## src/rtl/usb_wb_arbiter.sv

```systemverilog
// rtl/usb_wb_arbiter.sv - two-master round-robin arbiter for the USB core CSR/EP-status bus
module usb_wb_arbiter #(
  parameter int AW      = 12,
  parameter int DW      = 16,
  parameter int TIMEOUT = 31
) (
  input  logic          clk,
  input  logic          rst,
  input  logic [AW-1:0] m0_addr,
  input  logic [DW-1:0] m0_wdata,
  input  logic          m0_we,
  input  logic          m0_cyc,
  output logic [DW-1:0] m0_rdata,
  output logic          m0_ack,
  output logic          m0_err,
  input  logic [AW-1:0] m1_addr,
  input  logic [DW-1:0] m1_wdata,
  input  logic          m1_we,
  input  logic          m1_cyc,
  output logic [DW-1:0] m1_rdata,
  output logic          m1_ack,
  output logic          m1_err,
  output logic [AW-1:0] s_addr,
  output logic [DW-1:0] s_wdata,
  output logic          s_we,
  output logic          s_cyc,
  input  logic [DW-1:0] s_rdata,
  input  logic          s_ack,
  output logic          timeout_evt
);

  typedef enum logic [1:0] {IDLE, OWN0, OWN1, GAP} state_t;

  state_t     state_q, state_d;
  logic       last_grant_q, last_grant_d;
  logic [7:0] wd_cnt_q, wd_cnt_d;

  logic own;
  logic own_cyc;
  logic tmo;

  assign own     = (state_q == OWN0) || (state_q == OWN1);
  assign own_cyc = (state_q == OWN1) ? m1_cyc : m0_cyc;
  // An abort takes precedence over the watchdog, and a slave ack beats it.
  assign tmo     = own && own_cyc && !s_ack && (wd_cnt_q == 8'(TIMEOUT - 1));

  always_ff @(posedge clk or posedge rst) begin
    if (rst) begin
      state_q      <= IDLE;
      last_grant_q <= 1'b1;
      wd_cnt_q     <= 8'd0;
    end else begin
      state_q      <= state_d;
      last_grant_q <= last_grant_d;
      wd_cnt_q     <= wd_cnt_d;
    end
  end

  always_comb begin
    state_d      = state_q;
    last_grant_d = last_grant_q;
    wd_cnt_d     = wd_cnt_q;
    case (state_q)
      IDLE: begin
        wd_cnt_d = 8'd0;
        if (m0_cyc && (!m1_cyc || last_grant_q)) begin
          state_d      = OWN0;
          last_grant_d = 1'b0;
        end else if (m1_cyc) begin
          state_d      = OWN1;
          last_grant_d = 1'b1;
        end
      end
      OWN0, OWN1: begin
        if (s_ack || !own_cyc || tmo) begin
          state_d = GAP;
        end else if (wd_cnt_q != 8'hFF) begin
          wd_cnt_d = wd_cnt_q + 8'd1;
        end
      end
      GAP:     state_d = IDLE;
      default: state_d = IDLE;
    endcase
  end

  always_comb begin
    s_cyc       = 1'b0;
    s_addr      = '0;
    s_wdata     = '0;
    s_we        = 1'b0;
    m0_rdata    = '0;
    m0_ack      = 1'b0;
    m0_err      = 1'b0;
    m1_rdata    = '0;
    m1_ack      = 1'b0;
    m1_err      = 1'b0;
    timeout_evt = 1'b0;
    case (state_q)
      OWN0: begin
        s_cyc       = m0_cyc && !tmo;
        s_addr      = m0_addr;
        s_wdata     = m0_wdata;
        s_we        = m0_we;
        m0_rdata    = s_rdata;
        m0_ack      = s_ack;
        m0_err      = tmo;
        timeout_evt = tmo;
      end
      OWN1: begin
        s_cyc       = m1_cyc && !tmo;
        s_addr      = m1_addr;
        s_wdata     = m1_wdata;
        s_we        = m1_we;
        m1_rdata    = s_rdata;
        m1_ack      = s_ack;
        m1_err      = tmo;
        timeout_evt = tmo;
      end
      default: ;
    endcase
  end

endmodule

```

## config.mk

```make
export PLATFORM = sky130hd
export DESIGN_NAME = usb_wb_arbiter
export DESIGN_NICKNAME = d
export VERILOG_FILES = /design/src/rtl/usb_wb_arbiter.sv
export SDC_FILE = /design/constraint.sdc
export NUM_CORES = 1
export LEC_CHECK = 0
export BUFFER_PORTS_ARGS = -buffer_cell sky130_fd_sc_hd__buf_2
export CAP_MARGIN = 20
export CORE_UTILIZATION = 32
export CTS_CLUSTER_SIZE = 20
export DETAILED_ROUTE_END_ITERATION = 8
export PLACE_DENSITY_LB_ADDON = 0.3
export SYNTH_ARGS = -nofsm -noshare
export SYNTH_HDL_FRONTEND = slang
export SYNTH_SLANG_ARGS = --single-unit
```

## constraint.sdc

```tcl
create_clock -name clk -period 2.4 [get_ports clk]
set_clock_uncertainty 0.15 [all_clocks]
set_input_delay 0.48 -clock clk [delete_from_list [all_inputs] [get_ports clk]]
set_output_delay 0.48 -clock clk [all_outputs]
set_load 0.02 [all_outputs]
```

==> flow_metrics.py <==
metrics = {
    "status": {
        "run_status": "complete, but fails checks",
        "violations": "negative setup slack",
    },
    "synthesis": {
        "synthesized_instance_count": 201,
        "yosys-top-cells-count": "sky130_fd_sc_hd__and2_1 (36), sky130_fd_sc_hd__nor2_1 (33), sky130_fd_sc_hd__a22oi_1 (30)",
        "synthesis.nets": 287,
        "share_of_the_yosys_chip_area_belonging_to_registers": 0.193,
        "synthFlopType": "sky130_fd_sc_hd__dfrtp_1",
        "synth.top_cells.by_area": "sky130_fd_sc_hd__dfrtp_1 (17%), sky130_fd_sc_hd__a22oi_1 (16%), sky130_fd_sc_hd__and2_1 (16%)",
        "post-synth-top-count-cell": "sky130_fd_sc_hd__and2_1",
        "synth-edff-count": 0,
        "ys_async_sr_fraction": 1.00,
        "synth_top_cell_by_area": "sky130_fd_sc_hd__dfrtp_1",
        "ff_latch_count_synth": 11,
        "synth-warning-count": 0,
        "syn-cell-area_sq_mm": 0.00143,
        "synth.top_cell.area_share": 0.175,
        "synth_cell_types": 43,
        "post_synth.cell_area_avg_sq_um": 7.13,
    },
    "power_and_ir_drop": {
        "ir_drop_mv": 0.651,
        "p_per_area_mw_per_mm2": 1310,
        "cellLeakagePower_nw": 1.37,
    },
    "flow_run": {
        "cap_viol_max_count": 0,
    },
    "clock_tree": {
        "ctsHtreeMaxLevel": 1,
        "cts-root-buf": "sky130_fd_sc_hd__clkbuf_8",
        "cts.sink_count": 11,
        "clk_pin_slew_worst_paths_ps": 50,
        "cts_buffers": 3,
        "clock_latency_ps": 240,
        "cts-root-to-sink-buffers": 2,
        "holdBufCountCts": 0,
        "tritoncts": "built",
    },
    "cells_and_area": {
        "syn2layout_area_growth_pct": 76.5,
        "number_of_antenna_repair_diodes": 0,
        "final_design_area_no_fill_sq_mm": 0.00253,
        "post_route_utilization": 0.610,
        "drive_above_1_share": 0.537,
        "final_nets": 443,
        "layout.filler_cells": 365,
    },
    "detailed_routing": {
        "vias_per_cell": 5.14,
        "number_of_design_rule_violations_left_by_the_first_detailed_router_iteration": 80,
        "wl_per_cell_um": 14.0,
        "drtPass1Iterations": 5,
        "ant_nets": 0,
        "post_detailed_routing_wire_length_um": 5690,
        "drcViolationCount": 0,
        "route.vias.total": 2087,
    },
    "floorplan": {
        "core_area_sq_mm": 0.00414,
        "die_width_um": 68.9,
        "i_o_pin_count": 146,
        "rows": 23,
        "die_area_sq_mm": 0.00475,
        "die_height_um": 68.9,
        "start_util": 0.346,
    },
    "critical_path": {
        "family_with_the_most_delay_on_the_worst_path": "simple AND/OR/NAND/NOR gates",
        "critical_path_buf_inv_count": 2,
        "critPathRequiredTime_ps": 1770,
        "endpoint_kind": "output port",
        "crit_type": "reg -> out",
        "timing.critical_path.arrival_ps": 1780,
        "timing.critical_path.slowest_cell_delay_ps": 420,
        "setup.worst_path.start_class": "register",
        "crit_chain": "inv_2 > ha_4 > nand2b_4 > nor3_4 > and3_4 > and2_4 > buf_6",
        "maximum_fanout_along_the_worst_path": 4,
        "cp_slowest_cell": "sky130_fd_sc_hd__dfrtp_2",
    },
    "timing": {
        "finalMaxSlewViolations": 0,
        "worstMarginPinSlew_ps": 577,
        "timing.slew.headroom": 0.612,
        "period_share": 1.01,
        "fmaxAchievable_mhz": 414,
        "post-route-worst-setup-slack_ps": -14.2,
        "final_period_minus_worst_setup_slack_ps": 2410,
        "rsz_0062_raised_after_global_routing": "yes",
        "setup-violations-final": 2,
        "hold_viol_final": 0,
    },
    "placement": {
        "gp_routability_congestion": 0.863,
        "post-place-ws_ps": 81.1,
        "detailed_place_hpwl_um": 4290,
        "buffer_ports.inserted": 145,
        "postPlaceCellArea_sq_mm": 0.00229,
    },
    "global_route": {
        "antenna_violations_before_repair": 0,
        "grt_pass1_wl_um": 7110,
        "grtUsageTotal": 0.199,
        "maximum_number_of_pins_on_one_net_before_global_route_repair": 48,
        "gr-total-overflow": 0,
        "grt_pass1_vias": 1535,
    },
    "hold_path": {
        "min-delay-path-class": "in -> async",
    },
}
-- layout by cell type, fill, tap and decap left out, types with 3 or more instances in the layout --
master / Yosys / routed
sky130_fd_sc_hd__buf_2: 1 / 135
sky130_fd_sc_hd__and2_1: 36 / 34
sky130_fd_sc_hd__a22oi_1: 30 / 30
sky130_fd_sc_hd__nor2_1: 33 / 28
sky130_fd_sc_hd__buf_4: 0 / 21
sky130_fd_sc_hd__nand2_1: 11 / 11
sky130_fd_sc_hd__dfrtp_1: 10 / 9
sky130_fd_sc_hd__buf_6: 0 / 6
sky130_fd_sc_hd__a21oi_1: 5 / 5
sky130_fd_sc_hd__nor2_2: 0 / 5
sky130_fd_sc_hd__nand3_1: 4 / 4
sky130_fd_sc_hd__nor4_1: 4 / 4
sky130_fd_sc_hd__ha_1: 7 / 4
sky130_fd_sc_hd__inv_1: 5 / 3
sky130_fd_sc_hd__clkbuf_8: 0 / 3
-- cell type report --
cell class / count / area, sq um / share of cell area
multi-input combinational: 170 / 1160 / 0.460
tap: 50 / 62.6 / 0.0247
inverter: 6 / 23.8 / 0.00940
clock buffer: 4 / 45.0 / 0.0178
sequential: 11 / 278 / 0.110
timing repair buffer: 165 / 956 / 0.378
-- timing repair --
action                                  in CTS  in global routing
buffers inserted                             4                  5
endpoints found under the setup margin      33                 34
resized for setup                           10                 27
pin swaps                                    2                  3
-- layer usage --
metal | up-vias | GRT usage | routed length, um
met2 | 111 | 0.311 | 2770
met1 | 934 | 0.268 | 2310
met3 | 5 | 0.0378 | 538
li1 | 1037 | - | -
met4 | 0 | 0.0765 | 67
met5 | - | 0 | 0
-- final timing paths --
path | slack (ps) | to | startpoint | depth (start not counted)
max | -10 | m0_err | state_q[1]$_DFFE_PP0P_ | 7
min in group clk | 330 | last_grant_q$_DFFE_PP1P_ | m0_cyc | 2
min reg2reg | 390 | last_grant_q$_DFFE_PP1P_ | last_grant_q$_DFFE_PP1P_ | 2
max reg2reg | 100 | state_q[0]$_DFFE_PP0P_ | state_q[0]$_DFFE_PP0P_ | 8
max in group asynchronous | 1700 | last_grant_q$_DFFE_PP1P_ | rst | 2
min | 70 | state_q[0]$_DFFE_PP0P_ | rst | 2
-- stage by stage --
stage | hold slack, ps | power (mW) | setup TNS (ps) | std cells
floorplan | 182 | 1.91 | 0 | 201
global placement | 347 | 2.73 | 0 | 393
detailed placement | 345 | 2.73 | 0 | 393
CTS | 90.7 | 3.01 | 0 | 401
global route | 120 | 3.58 | -293 | 406
finish | 74.8 | 3.30 | -24.3 | 406
-- state kept, by name, indices dropped and copies added, names as in the netlist --
| register | count |
|---|---|
| last_grant_q | 1 |
| wd_cnt_q | 8 |
| state_q | 2 |
-- report_power, final --
group / internal [mW] / switching [mW] / total (mW) / leakage [nW]
Clock: 0.117 / 0.0687 / 0.185 / 0.0228
Combinational: 1.16 / 1.66 / 2.82 / 1.21
Sequential: 0.242 / 0.0550 / 0.297 / 0.144
-- logic make-up after synthesis --
kind of cell / count (synthesis) / share of synthesized area
buffers and inverters: 20 / 0.0533
and+or+nand+nor: 107 / 0.395
muxes: 3 / 0.0218
DFF: 11 / 0.193
adders and majority gates: 7 / 0.0611
AOI/OAI and AO/OA: 53 / 0.276
Note: power is estimated with default switching activity, not from simulation.
